--- src/rtl/logic_unit_pipe.sv ---
// logic_unit_pipe: selectable bitwise gate on WIDTH-bit operands, registered
// through a one-deep valid/ready stage with optional result accumulation,
// reduction flags on the registered result and an accepted-bundle counter.
//
// Handshake: a bundle transfers on a clk edge where in_valid && in_ready;
// a result transfers on a clk edge where out_valid && out_ready. in_ready is
// !out_valid || out_ready, so a full stage drained this cycle refills on the
// same edge. The producer must hold its bundle stable while in_ready=0.
module logic_unit_pipe #(
    parameter int WIDTH   = 8,
    parameter int COUNT_W = 16
) (
    input  logic               clk,
    input  logic               rst,
    input  logic               in_valid,
    output logic               in_ready,
    input  logic [WIDTH-1:0]   a,
    input  logic [WIDTH-1:0]   b,
    input  logic [2:0]         op,
    input  logic               acc,
    output logic               out_valid,
    input  logic               out_ready,
    output logic [WIDTH-1:0]   y,
    output logic               y_and,
    output logic               y_or,
    output logic               y_xor,
    output logic [COUNT_W-1:0] txn_count
);

    typedef enum logic {
        ST_EMPTY = 1'b0,
        ST_FULL  = 1'b1
    } state_t;

    localparam logic [2:0] OP_AND  = 3'd0;
    localparam logic [2:0] OP_OR   = 3'd1;
    localparam logic [2:0] OP_NAND = 3'd2;
    localparam logic [2:0] OP_NOR  = 3'd3;
    localparam logic [2:0] OP_XOR  = 3'd4;
    localparam logic [2:0] OP_XNOR = 3'd5;
    localparam logic [2:0] OP_NOT  = 3'd6;

    state_t             state_q, state_d;
    logic [WIDTH-1:0]   y_q, y_d;
    logic [WIDTH-1:0]   accum_q, accum_d;
    logic [COUNT_W-1:0] cnt_q, cnt_d;

    logic               accept;
    logic [WIDTH-1:0]   opnd_a;
    logic [WIDTH-1:0]   result;

    // Stage can take a bundle when empty or when the held result leaves now.
    assign in_ready = (state_q == ST_EMPTY) || out_ready;
    assign accept   = in_valid && in_ready;

    // Gate function; operand A comes from the accumulator in chained mode.
    always_comb begin
        opnd_a = acc ? accum_q : a;
        result = '0;
        case (op)
            OP_AND:  result = opnd_a & b;
            OP_OR:   result = opnd_a | b;
            OP_NAND: result = ~(opnd_a & b);
            OP_NOR:  result = ~(opnd_a | b);
            OP_XOR:  result = opnd_a ^ b;
            OP_XNOR: result = ~(opnd_a ^ b);
            OP_NOT:  result = ~opnd_a;
            default: result = opnd_a;
        endcase
    end

    // Next-state: accept loads a new result (even while draining), a
    // consume without accept empties the stage, otherwise everything holds.
    always_comb begin
        state_d = state_q;
        y_d     = y_q;
        accum_d = accum_q;
        cnt_d   = cnt_q;
        if (accept) begin
            state_d = ST_FULL;
            y_d     = result;
            accum_d = result;
            cnt_d   = cnt_q + COUNT_W'(1);
        end else if ((state_q == ST_FULL) && out_ready) begin
            state_d = ST_EMPTY;
        end
    end

    // Registers; reset discards any in-flight result and clears the chain.
    always_ff @(posedge clk) begin
        if (rst) begin
            state_q <= ST_EMPTY;
            y_q     <= '0;
            accum_q <= '0;
            cnt_q   <= '0;
        end else begin
            state_q <= state_d;
            y_q     <= y_d;
            accum_q <= accum_d;
            cnt_q   <= cnt_d;
        end
    end

    assign out_valid = (state_q == ST_FULL);
    assign y         = y_q;
    assign y_and     = &y_q;
    assign y_or      = |y_q;
    assign y_xor     = ^y_q;
    assign txn_count = cnt_q;

endmodule

--- config.mk ---
export PLATFORM = sky130hd
export DESIGN_NAME = logic_unit_pipe
export DESIGN_NICKNAME = d
export VERILOG_FILES = /design/src/rtl/logic_unit_pipe.sv
export SDC_FILE = /design/constraint.sdc
export NUM_CORES = 1
export LEC_CHECK = 0
export ABC_AREA = 0
export BUFFER_PORTS_ARGS = -buffer_cell sky130_fd_sc_hd__buf_2
export CORE_ASPECT_RATIO = 1.25
export CORE_MARGIN = 2
export CORE_UTILIZATION = 50
export CTS_BUF_LIST = sky130_fd_sc_hd__clkbuf_8
export CTS_CLUSTER_DIAMETER = 60
export DETAILED_ROUTE_END_ITERATION = 10
export HOLD_SLACK_MARGIN = 0.02
export PLACE_DENSITY = 0.81
export SLEW_MARGIN = 20
export SYNTH_ARGS = -nofsm -noshare
export SYNTH_HDL_FRONTEND = slang
export SYNTH_SLANG_ARGS = --single-unit
--- constraint.sdc ---
create_clock -name clk -period 1.8 [get_ports clk]
set_clock_uncertainty 0.15 [all_clocks]
set_input_delay 0.36 -clock clk [delete_from_list [all_inputs] [get_ports clk]]
set_output_delay 0.36 -clock clk [all_outputs]
set_load 0.05 [all_outputs]
# After elaboration in Yosys (flattened, before gate mapping)
# Index checks and enable logic that the tools add are counted.
dict set report classes {
  add_sub_neg 1
  eq_ne 6
  n_mux 4
  bitwise 8
  n_reduce_logical 8
}
# op count
set op_table {}
lappend op_table {{8-bit one-hot mux with 7 select lines} 1}
lappend op_table {{8-bit inverter} 4}
lappend op_table {{16-bit by 1-bit adder with 16-bit output (second input constant)} 1}
lappend op_table {{3-bit equality test (second input constant)} 3}
lappend op_table {{8-bit bitwise AND} 1}
lappend op_table {{8-bit 2-to-1 mux} 1}
lappend op_table {{8-bit OR} 1}
lappend op_table {{8-bit AND reduction} 1}
lappend op_table {{8-bit OR reduction} 1}
lappend op_table {{8-bit parity} 1}
lappend op_table {{8-bit XOR} 1}
lappend op_table {{3-bit by 2-bit equality test with 1-bit output (second input constant)} 2}
lappend op_table {{3-bit by 1-bit equality test with 1-bit output (second input constant)} 1}
lappend op_table {{3-bit logical NOT} 1}
lappend op_table {{1-bit logical AND} 2}
lappend op_table {{1-bit 2-to-1 mux} 2}
lappend op_table {{2-bit nonzero test} 1}
lappend op_table {{1-bit logical OR} 1}
lappend op_table {{1-bit inverter} 1}
dict set report totals {
  regBits 25
  in_bits 24
  output_inout_bits 29
  wordCells 30
}

# Longest topological paths before layout
dict set report logic_depth {
  depth_word 4
  depth_mapped 8
  depth_no_buf 7
}

# Worst setup path after synthesis
# Ideal clock, no wire load.
dict set report synth_timing {
  path_kind {reg2out}
  from {reg, netlist name accum_q[2]}
  to {out y_xor}
  t_arrival_ns 2.076
  t_required_ns 1.290
  path_slack_ns -0.786
  path_stages_with_launch 5
  path_buffers 0
  path_cell_list {dfxtp_1 inv_1 ha_1 xor2_1 xnor2_1}
}
# item line_no
set synth_lines {}
lappend synth_lines {{to (decl)} 26} ;# output logic y_xor,

==> run_results.csv <==
group,metric,value,unit
logic_synthesis,synthAdderAreaFrac,14.5,%
logic_synthesis,synth_compound_area_share,17.3,%
routing,first_pass_iters,4,
logic_synthesis,synth_most_common_cell,"inv_1",
setup_path,critPathMaxFanout,2,
clocking,h-tree-depth,1,
setup_path,worst_ep_arrival_time,1490,ps
power_and_ir_drop,p_per_area,605,nW/um^2
logic_synthesis,ys_types,49,
sta,fmax,501,MHz
cells_and_area,drive_gt1_share,48.7,%
clocking,root_buffer,"clkbuf_8",
logic_synthesis,avgSynthCellArea,8.36,um^2
setup_path,path_class,"reg2out",
power_and_ir_drop,leakagePower,0.00143,uW
placed_design,place_ws,-361,ps
cells_and_area,antenna_cells,0,
floorplanning,dieArea,4870,um^2
setup_path,path_delay_family,"flip-flops",
clocking,cts_tree,"done",
floorplanning,io_pins,53,
logic_synthesis,synth_ff_type,"dfxtp_1",
outcome,status,"complete, but fails checks",
sta,fin_ws,-195,ps
clocking,cts.sinks,25,
sta,worst_pin_slew,342,ps
setup_path,crit_chain,"inv_2, ha_4, xor2_4, xnor2_4, buf_6",
routing,wl,6460,um
worst_hold_path,worstHoldPathCells,3,
logic_synthesis,ys_warn_count,0,
logic_synthesis,postSynthCellCount,259,
cells_and_area,fillers,268,
logic_synthesis,synth_top_area_share,23.1,%
placed_design,io_buffer_count,52,
setup_path,required,1290,ps
global_routing,grt_first_pass_wirelength,9510,um
sta,post-route-period-util,111,%
outcome,failed_checks,"setup timing",
logic_synthesis,synthesis.nets,308,
global_routing,grt_use_total,24.0,%
floorplanning,rows,26,
setup_path,end_kind,"primary output",
setup_path,reg2regPathDepth,8,
routing,routed_via_density,5.76,
power_and_ir_drop,ir_drop,0.297,mV
logic_synthesis,synth_mux_area_share,5.78,%
worst_hold_path,hp-class,"in2reg",
floorplanning,initial_core_util,52.4,%
sta,finalHoldViolCount,0,
global_routing,grt_antenna_before_repair,0,
floorplanning,core_area,4130,um^2
logic_synthesis,ys_seq_area_share,23.1,%
clocking,cts_buffers,3,
routing,drtAntennaViolNets,0,
clocking,clock_latency,270,ps
clocking,path_clk_slew,90,ps
sta,slew_headroom,76.9,%
sta,maxSlewViolCount,0,
sta,rsz0062_at_grt,"yes",
routing,drc,0,
clocking,hold_buffers,0,
global_routing,grt_max_degree,14,
logic_synthesis,synth.area.top_cells,"dfxtp_1, ha_1, xor2_1",
logic_synthesis,synth_area_leader_cell,"dfxtp_1",
logic_synthesis,synth_xor_area_share,8.50,%
global_routing,first_global_vias,2154,
placed_design,gp_congestion,0.826,
global_routing,grt_overflow,0,
clocking,cts.path.max_buffers,2,
sta,period_needed,2000,ps
cells_and_area,syn2layout_area_growth,46.5,%
logic_synthesis,synthSimpleGateAreaFrac,21.1,%
logic_synthesis,ys_async_sr_fraction,0,%
run,cap_violations,0,
logic_synthesis,synth-edff-count,0,
setup_path,crit_buf_inv,2,
logic_synthesis,synth_top_family_by_area,"simple AND/OR/NAND/NOR gates",
cells_and_area,nets,393,
sta,setup_violations,4,
routing,first_iter_violations,109,
power_and_ir_drop,power,1920,uW
floorplanning,die_w,62.9,um
setup_path,startpoint_type,"flop",
setup_path,critPathMaxStageDelay,370,ps
logic_synthesis,syn-cell-area,2160,um^2
routing,dr_total_vias,2298,
logic_synthesis,synth_common_cells,"inv_1, dfxtp_1, ha_1, a21oi_1, nor2_1",
floorplanning,dieHeight,77.6,um
setup_path,critPathSlowestCell,"dfxtp_2",
setup_path,worst-path-stages,5,
routing,wire_per_inst,16.2,um
logic_synthesis,ys_seq_elements,25,
placed_design,dp_hpwl,4600,um
-- area by class of cell --
class	count	area, um^2	share of cell area, %
clock buffer	3	41.3	1.30
clock inverter	1	3.75	0.118
inverter	29	111	3.51
multi-input combinational	190	1780	56.1
sequential	25	546	17.2
tap	56	70.1	2.21
timing repair buffer	95	619	19.5
-- layout by cell type, fill, tap and decap left out, types with 7 or more instances in the layout --
cell     instances
buf_2           48
nor2_1          15
dfxtp_4          9
ha_4            10
buf_6            7
dfxtp_2          9
nand3_1          7
buf_4           39
dfxtp_1          7
ha_1            13
inv_1           21
inv_2            8
nand2_1         11
xor2_1          13
a21oi_1         16
-- flip-flops by register name, indices dropped and copies added, names as in the netlist --
name / cells
out_valid: 1
txn_count: 16
accum_q: 8
-- per-stage QoR --
| stage | utilization, % | setup TNS (ps) | cell area, um^2 | hold WS (ps) | instances |
|---|---|---|---|---|---|
| after global routing | 76.7 | -488 | 3170 | 332 | 399 |
| after CTS | 71.5 | -222 | 2960 | 310 | 396 |
| after global placement | 67.5 | -1570 | 2790 | 307 | 391 |
| final | 76.7 | -266 | 3170 | 311 | 399 |
| after floorplan | - | -290 | 2280 | 402 | 259 |
| after detailed placement | 67.5 | -2040 | 2790 | 328 | 391 |
-- power breakdown --
group          total [uW]  switching, uW  internal [uW]
registers             597           21.3            575
logic                 992            545            447
clock network         330            177            153
-- worst reg2reg max path, delay by kind of cell, from the launching register on --
kind,cells,cell delay (ps)
adder cells (fa/ha/maj),1,220
AND/OR/NAND/NOR,1,130
flip-flops,1,350
AO/OA/AOI/OAI,3,390
buffers and inverters,2,200
multiplexers,1,290
-- timing repair --
| action | in CTS | in global routing |
|---|---|---|
| hold endpoints to repair | 0 | 0 |
| setup endpoints to repair | 7 | 15 |
| pin swaps | 10 | 18 |
| resized for setup | 19 | 37 |
| buffers inserted | 1 | 3 |
-- final timing paths --
kind / startpoint / slack (ps) / end
setup / recovery: accum_q[3]$_SDFFE_PP0P_ / -200 / y_xor
hold / removal: rst / 310 / txn_count[7]$_SDFFE_PP0P_
setup reg to reg: accum_q[2]$_SDFFE_PP0P_ / -40 / accum_q[2]$_SDFFE_PP0P_
hold reg to reg: txn_count[15]$_SDFFE_PP0P_ / 330 / txn_count[15]$_SDFFE_PP0P_
-- routing by layer --
layer  up-vias  GRT usage, %  routed length (um)
li1       1092             -                   -
met1      1094          26.5                2550
met2        98          44.9                3440
met3        14          2.32                 327
met4         0          12.2                 138
met5         -             0                   0
-- cells by family (layout without fill, tap and decap cells) --
family,after synthesis,count (layout)
DFF,25,25
and+or+nand+nor,78,78
xor gates and xnor gates,21,21
AOI/OAI and AO/OA,54,54
adders and majority gates,25,25
muxes,12,12
buffers and inverters,44,128
(Power assumes the default switching activity.)
